[src/rtl/hazard_ctrl.sv]
// Pipeline sequencing controller: load-use stalls, taken-branch flush bubbles and permanent halt.
// Optional HAZARD_CTRL_PERF_EN adds saturating stall/flush event counters.
module hazard_ctrl #(
    parameter int unsigned FLUSH_SLOTS = 2,
    parameter logic [5:0]  OP_NOP      = 6'b000111,
    parameter logic [5:0]  OP_LOAD     = 6'b001000,
    parameter logic [5:0]  OP_HALT     = 6'b111111
) (
    input  logic        clk,
    input  logic        rst,
    input  logic [5:0]  op_id,
    input  logic [4:0]  rs_id,
    input  logic [4:0]  rt_id,
    input  logic [4:0]  rd_id,
    input  logic        branch_taken,
    output logic        pc_en,
    output logic        ins_cs,
    output logic [5:0]  issue_op,
    output logic        halted
`ifdef HAZARD_CTRL_PERF_EN
    ,
    output logic [15:0] stall_cnt,
    output logic [15:0] flush_cnt_tot
`endif
);

    localparam int unsigned OP_W  = 6;
    localparam int unsigned REG_W = 5;
    localparam int unsigned FC_W  = 2;

    localparam logic [1:0] ST_RUN   = 2'd0;
    localparam logic [1:0] ST_STALL = 2'd1;
    localparam logic [1:0] ST_FLUSH = 2'd2;
    localparam logic [1:0] ST_HALT  = 2'd3;

    logic [1:0]       state,     state_nxt;
    logic [OP_W-1:0]  issue_nxt;
    logic             halted_nxt;
    logic             ld_pend,   ld_pend_nxt;
    logic [REG_W-1:0] ld_rd,     ld_rd_nxt;
    logic [FC_W-1:0]  flush_cnt, flush_nxt;

    logic uses_rs;
    logic uses_rt;
    logic is_load;
    logic hz;

    // Operand-usage decode of the fetched opcode and load-use hazard detect
    always_comb begin
        uses_rs = (op_id <= 6'd5) || ((op_id >= 6'd9) && (op_id <= 6'd14));
        uses_rt = (op_id <= 6'd5) || (op_id == 6'd9);
        is_load = (op_id == OP_LOAD);
        hz      = ld_pend && ((uses_rs && (rs_id == ld_rd)) ||
                              (uses_rt && (rt_id == ld_rd)));
    end

    // Fetch enable: held on a hazard or halt, free-running while bubbles drain
    always_comb begin
        pc_en = 1'b0;
        case (state)
            ST_RUN:   pc_en = !hz && (op_id != OP_HALT);
            ST_STALL: pc_en = 1'b1;
            ST_FLUSH: pc_en = 1'b1;
            default:  pc_en = 1'b0;
        endcase
        ins_cs = pc_en;
    end

    // Next-state and registered-output decisions
    always_comb begin
        state_nxt   = state;
        issue_nxt   = issue_op;
        halted_nxt  = halted;
        ld_pend_nxt = ld_pend;
        ld_rd_nxt   = ld_rd;
        flush_nxt   = flush_cnt;

        case (state)
            ST_RUN: begin
                if (branch_taken) begin
                    issue_nxt   = OP_NOP;
                    ld_pend_nxt = 1'b0;
                    if (FLUSH_SLOTS > 1) begin
                        flush_nxt = FC_W'(FLUSH_SLOTS - 1);
                        state_nxt = ST_FLUSH;
                    end
                end else if (hz) begin
                    issue_nxt   = OP_NOP;
                    ld_pend_nxt = 1'b0;
                    state_nxt   = ST_STALL;
                end else if (op_id == OP_HALT) begin
                    issue_nxt  = OP_HALT;
                    halted_nxt = 1'b1;
                    state_nxt  = ST_HALT;
                end else begin
                    issue_nxt   = op_id;
                    ld_pend_nxt = is_load;
                    if (is_load) begin
                        ld_rd_nxt = rd_id;
                    end
                end
            end
            ST_STALL: begin
                // The held instruction is re-presented and issues now
                issue_nxt   = op_id;
                ld_pend_nxt = is_load;
                if (is_load) begin
                    ld_rd_nxt = rd_id;
                end
                state_nxt = ST_RUN;
            end
            ST_FLUSH: begin
                issue_nxt   = OP_NOP;
                ld_pend_nxt = 1'b0;
                flush_nxt   = flush_cnt - FC_W'(1);
                if (flush_cnt == FC_W'(1)) begin
                    state_nxt = ST_RUN;
                end
            end
            ST_HALT: begin
                issue_nxt = OP_NOP;
            end
            default: begin
                state_nxt = ST_RUN;
                issue_nxt = OP_NOP;
            end
        endcase
    end

    // State and registered outputs
    always_ff @(posedge clk or posedge rst) begin
        if (rst) begin
            state     <= ST_RUN;
            issue_op  <= OP_NOP;
            halted    <= 1'b0;
            ld_pend   <= 1'b0;
            ld_rd     <= '0;
            flush_cnt <= '0;
        end else begin
            state     <= state_nxt;
            issue_op  <= issue_nxt;
            halted    <= halted_nxt;
            ld_pend   <= ld_pend_nxt;
            ld_rd     <= ld_rd_nxt;
            flush_cnt <= flush_nxt;
        end
    end

`ifdef HAZARD_CTRL_PERF_EN
    localparam int unsigned PC_W = 16;

    logic stall_inc;
    logic flush_inc;

    // Event strobes: RUN->STALL edges, and every bubble caused by a taken branch
    always_comb begin
        stall_inc = (state == ST_RUN) && !branch_taken && hz;
        flush_inc = ((state == ST_RUN) && branch_taken) || (state == ST_FLUSH);
    end

    always_ff @(posedge clk or posedge rst) begin
        if (rst) begin
            stall_cnt     <= '0;
            flush_cnt_tot <= '0;
        end else begin
            if (stall_inc && (stall_cnt != {PC_W{1'b1}})) begin
                stall_cnt <= stall_cnt + PC_W'(1);
            end
            if (flush_inc && (flush_cnt_tot != {PC_W{1'b1}})) begin
                flush_cnt_tot <= flush_cnt_tot + PC_W'(1);
            end
        end
    end
`endif

endmodule

[config.mk]
export PLATFORM = sky130hd
export DESIGN_NAME = hazard_ctrl
export DESIGN_NICKNAME = d
export VERILOG_FILES = /design/src/rtl/hazard_ctrl.sv
export SDC_FILE = /design/constraint.sdc
export NUM_CORES = 1
export LEC_CHECK = 0
export BUFFER_PORTS_ARGS = -buffer_cell sky130_fd_sc_hd__buf_2
export CELL_PAD_IN_SITES_DETAIL_PLACEMENT = 0
export CELL_PAD_IN_SITES_GLOBAL_PLACEMENT = 1
export CORE_ASPECT_RATIO = 0.7
export CORE_MARGIN = 1.5
export CORE_UTILIZATION = 35
export CTS_BUF_LIST = sky130_fd_sc_hd__clkbuf_2
export DETAILED_ROUTE_END_ITERATION = 10
export GPL_TIMING_DRIVEN = 1
export PLACE_DENSITY_LB_ADDON = 0.1
export SYNTH_ARGS = -nofsm -noshare
export SYNTH_HDL_FRONTEND = slang
export SYNTH_SLANG_ARGS = --single-unit
export TNS_END_PERCENT = 20
[constraint.sdc]
create_clock -name clk -period 2.8 [get_ports clk]
set_input_delay 0.84 -clock clk [delete_from_list [all_inputs] [get_ports clk]]
set_output_delay 0.84 -clock clk [all_outputs]
set_load 0.1 [all_outputs]
Word-level counts from Yosys, hierarchy flattened. Cells that the tools add are included.

Output and inout bits: 9. Logic and storage cells: 70. Flip-flop bits (word level): 17.

Equality and inequality tests: 17. Bitwise logic cells: 2. Magnitude comparators: 3. Add/sub/neg operators: 1. Multiplexer cells: 21. Reductions and logical operators: 20.

Operators with widths (number): $mux W5 (4); $mux W6 (3); $pmux W6 S3 (1); $eq A6 B4 Y1 const B (2); $eq A5 B5 Y1 (2); $mux W2 (5); $ne A2 B2 Y1 const B (5); $pmux W5 S2 (1); $ne A4 B4 Y1 const B (2); $reduce_and A4 Y1 (2); $eq A6 B6 Y1 const B (1); $ge A6 B4 Y1 const B (1); $le A6 B3 Y1 const B (1); $le A6 B4 Y1 const B (1); $ne A6 B6 Y1 const B (1); $pmux W2 S3 (1); $logic_and A1 B1 Y1 (5); $eq A2 B1 Y1 const B (2); $eq A2 B2 Y1 const B (2); $pmux W2 S2 (1); $reduce_and A2 Y1 (2); $reduce_bool A2 Y1 (2); $reduce_or A2 Y1 (2); $logic_or A1 B1 Y1 (3); 9 further kinds (12).

Longest topological paths before layout.
Depth after elaboration: 9. Depth in mapped cells: 7. Mapped depth without buffers: 7.

Worst setup path before layout. Ideal clock, no wire load.

Path kind: input -> output. Start: input op_id[3]. End: output pc_en. Cell stages on the path: 7. Setup slack: -1.661 ns. Data required time: 1.960 ns. Data arrival time: 3.621 ns. Cell sequence: nor2b_2 mux2_4 nor4_2 o21ai_2 nand3b_1 a21oi_1 buf_4.

Word-level cells in the longest chain between the ends: 9.

Ends and longest elaborated chain: start: declaration (RTL line 11) `input logic [5:0] op_id,`; $ge A6 B4 Y1 / $le A6 B4 Y1 (equally long branches) (RTL line 50) `uses_rs = (op_id <= 6'd5) || ((op_id >= 6'd9) && (op_id <= 6'd14));`; $logic_and A1 B1 Y1 (RTL line 50); $logic_or A1 B1 Y1 (RTL line 50); $logic_and A1 B1 Y1 (RTL line 53) `hz = ld_pend && ((uses_rs && (rs_id == ld_rd)) ||`; $logic_or A1 B1 Y1 (RTL line 53); $logic_and A1 B1 Y1 (RTL line 53); $logic_not A1 Y1 (RTL line 61) `ST_RUN: pc_en = !hz && (op_id != OP_HALT);`; $logic_and A1 B1 Y1 * (RTL line 61); $pmux W1 S2 * (RTL line 60) `case (state)`; end: declaration (RTL line 16) `output logic pc_en,`.

Mark *: on every way between the ends. The rest lies on a longest branch, timed or not.

Worst setup path after layout.
Start: input op_id[2]. End: output pc_en.

The elaborated chain is that of the path after synthesis.

==> results.py <==
metrics = {
    "die": {
        "initial_core_util": 0.367,
        "row_count": 16,
        "die_x_um": 67.6,
        "coreArea_um2": 2780,
        "die_area_um2": 3260,
        "ios": 33,
        "fp.dieH_um": 48.2,
    },
    "global_routing": {
        "grt_use_total": 0.154,
        "grt_remaining_overflow": 0,
        "grt_pass1_wl_um": 3550,
        "antenna_found_initial": 0,
        "grt_max_degree": 18,
        "grt_pass1_vias": 763,
    },
    "synthesis": {
        "synth_edf_count": 0,
        "synth_cell_type_count": 33,
        "yosysSeqAreaShare": 0.420,
        "synthCells": 98,
        "syn_area_per_cell_um2": 10.4,
        "synth_top_area_frac": 0.343,
        "ys_ff_latch": 17,
        "netlist_area_um2": 1020,
        "syn_nets": 128,
        "async_reset_ff_frac": 1.00,
        "synth_area_leaders": "dfrtp_1 34%, dfstp_2 7.7%, ha_1 7.3%",
        "synth_area_leader_cell": "dfrtp_1",
        "synth-main-ff-cell": "dfrtp_1",
        "yosys_warnings": 0,
    },
    "timing": {
        "fin_crit_sh": 1.05,
        "fmax_mhz": 339,
        "holdWs_ns": 0.481,
        "skew_ns": 0.00127,
        "hold_viol_final": 0,
        "rsz0062_at_grt": "true",
        "setup_viol": 2,
        "fin_crit_ns": 2.95,
        "timing.slew.headroom": 0.570,
        "slew_viol_final": 0,
        "worst_pin_slew_ns": 0.645,
        "layout_setup_ws_ns": -0.152,
    },
    "clocking": {
        "clk_latency_ns": 0.28,
        "numCtsBuffers": 3,
        "cts_tree": "yes",
        "clock_sinks": 17,
        "clockBufferDepth": 2,
        "ctsHoldBuffers": 0,
        "path_clk_slew_ns": 0.15,
        "htreeDepth": 1,
        "cts_root_buffer": "clkbuf_2",
    },
    "power": {
        "p_comb_frac": 0.680,
        "pwr-share-clk": 0.071,
        "powerDensity_nw_per_um2": 1090,
        "p_leak_nw": 0.694,
        "p_sw_mw": 0.848,
        "switching_share": 0.547,
        "ir_drop_v": 0.00104,
        "intPower_mw": 0.701,
        "p_seq_frac": 0.249,
    },
    "setup_path": {
        "worst_setup_path_end_kind": "output port",
        "critPathTopFamily": "simple AND/OR/NAND/NOR gates",
        "crit_required_ns": 1.96,
        "path_buf_inv": 2,
        "critPathKind": "input pin to output port",
        "crit_chain": "buf_4 > and2_4 > mux2_4 > nor4_4 > o21ai_2 > nand3b_1 > a21oi_4 > buf_12",
        "arrival_ns": 2.11,
        "cp_slowest_cell": "mux2_4",
        "critical-path-max-stage-delay_ns": 0.28,
        "crit_path_start_kind": "input pin",
        "crit_fanout": 6,
    },
    "layout": {
        "syn2layout_area_growth_pct": 39.2,
        "final_common_cell": "buf_2",
        "mostFrequentLayoutCells": "22 x buf_2, 14 x dfrtp_1, 7 x buf_4",
        "nFillCells": 267,
        "insertedDiodeCount": 0,
        "fin_nets": 170,
        "finalInstanceArea_um2": 1420,
        "drive_gt1_frac": 0.468,
    },
    "routing": {
        "ant_nets": 0,
        "wl_met1_um": 1100,
        "drt-total-wl_um": 2360,
        "drt_pass1_iterations": 4,
        "drt_iter0_markers": 19,
        "drc": 0,
        "wl_met3_um": 167,
        "maxUsedRoutingLayer": "met4",
        "wl_met2_um": 1090,
        "vias": 846,
        "via_per_inst": 4.83,
        "wl_per_cell_um": 13.5,
    },
    "outcome": {
        "outcome": "complete, but fails checks",
        "violations": "negative setup slack",
    },
    "place": {
        "placed_area_um2": 1270,
        "numPortBuffers": 32,
        "dp_hpwl_um": 1830,
        "routabilityCongestion": 0.733,
    },
    "flow_run": {
        "cap_violations": 0,
    },
    "worst_hold_path": {
        "min_path_type": "flop to flop",
    },
}
-- sequential cells by signal, indices dropped and copies added (netlist names) --
register	cells
state	2
issue_op	6
ld_pend	1
flush_cnt	2
halted	1
ld_rd	5
-- per-layer routing --
metal / global-route usage / vias to the layer above
met2: 0.251 / 28
met4: 0.0245 / 0
met1: 0.210 / 396
met5: 0 / -
met3: 0.0462 / 2
li1: - / 420
-- cell type report --
class,instances,area [um2],area share
Tap cell,36,45.0,0.0317
Multi-Input combinational cell,74,624,0.439
Timing Repair Buffer,38,282,0.198
Inverter,6,22.5,0.0158
Clock buffer,4,20.0,0.0141
Sequential cell,17,429,0.302
-- cell usage after synthesis, types with 4 or more instances --
| cell type | count |
|---|---|
| a21o_1 | 5 |
| xnor2_1 | 6 |
| dfrtp_1 | 14 |
| inv_1 | 6 |
| mux2_2 | 4 |
| ha_1 | 6 |
| a21oi_1 | 4 |
| nand2_1 | 4 |
| nor2_1 | 7 |
| xor2_1 | 4 |
-- metrics by stage --
step           power, mW   util  worst slack (ns)  TNS, ns  cells
3_3_place_gp        1.32  0.455            -0.354   -0.707    169
4_1_cts             1.55  0.504            -0.145   -0.291    175
3_5_place_dp        1.33  0.455            -0.375   -0.750    169
6_report            1.55  0.511            -0.152   -0.304    175
2_1_floorplan       1.23      -            -0.491   -0.723     98
5_1_grt             1.65  0.511            -0.203   -0.405    175
-- logic make-up (layout without fill, tap and decap cells) --
family	after synthesis	count (layout)	share of synthesized area
simple gates	30	30	0.169
compound gates	21	21	0.142
flops	17	17	0.420
xor+xnor	10	10	0.0857
mux	7	7	0.0808
buf+inv	7	48	0.0294
fa+ha+maj	6	6	0.0734
-- worst register-to-register path: cells and delay by family, from the launching register on --
family,cells,cell delay [ns]
fa+ha+maj,1,0.26
flops,1,0.45
simple gates,4,0.79
buf+inv,1,0.12
mux,1,0.37
-- worst paths after layout --
check	startpoint	to	slack (ns)	cells after the start
setup / recovery	op_id[2]	pc_en	-0.15	8
hold / removal	halted$_DFFE_PP0P_	halted$_DFFE_PP0P_	0.48	1
setup reg to reg	state[0]$_DFFE_PP0P_	ld_rd[3]$_DFFE_PP0P_	0.71	7
hold reg to reg	halted$_DFFE_PP0P_	halted$_DFFE_PP0P_	0.48	1
max in group asynchronous	rst	state[1]$_DFFE_PP0P_	1.78	2
min in group asynchronous	rst	issue_op[5]$_DFF_PP0_	0.61	2
-- power by group through the flow --
| stage | clock [mW] | sequential (mW) | combinational, mW |
|---|---|---|---|
| 2_1_floorplan | 0 | 0.638 | 0.589 |
| 3_3_place_gp | 0 | 0.385 | 0.935 |
| 3_5_place_dp | 0 | 0.390 | 0.936 |
| 4_1_cts | 0.117 | 0.385 | 1.05 |
| 5_1_grt | 0.131 | 0.396 | 1.12 |
| 6_report | 0.111 | 0.385 | 1.05 |
-- what timing repair did --
item	in CTS	in global routing
pin swaps	8	3
setup buffers	2	0
gates resized for setup	24	4
endpoints found under the setup margin	2	2
(Power assumes the default switching activity.)
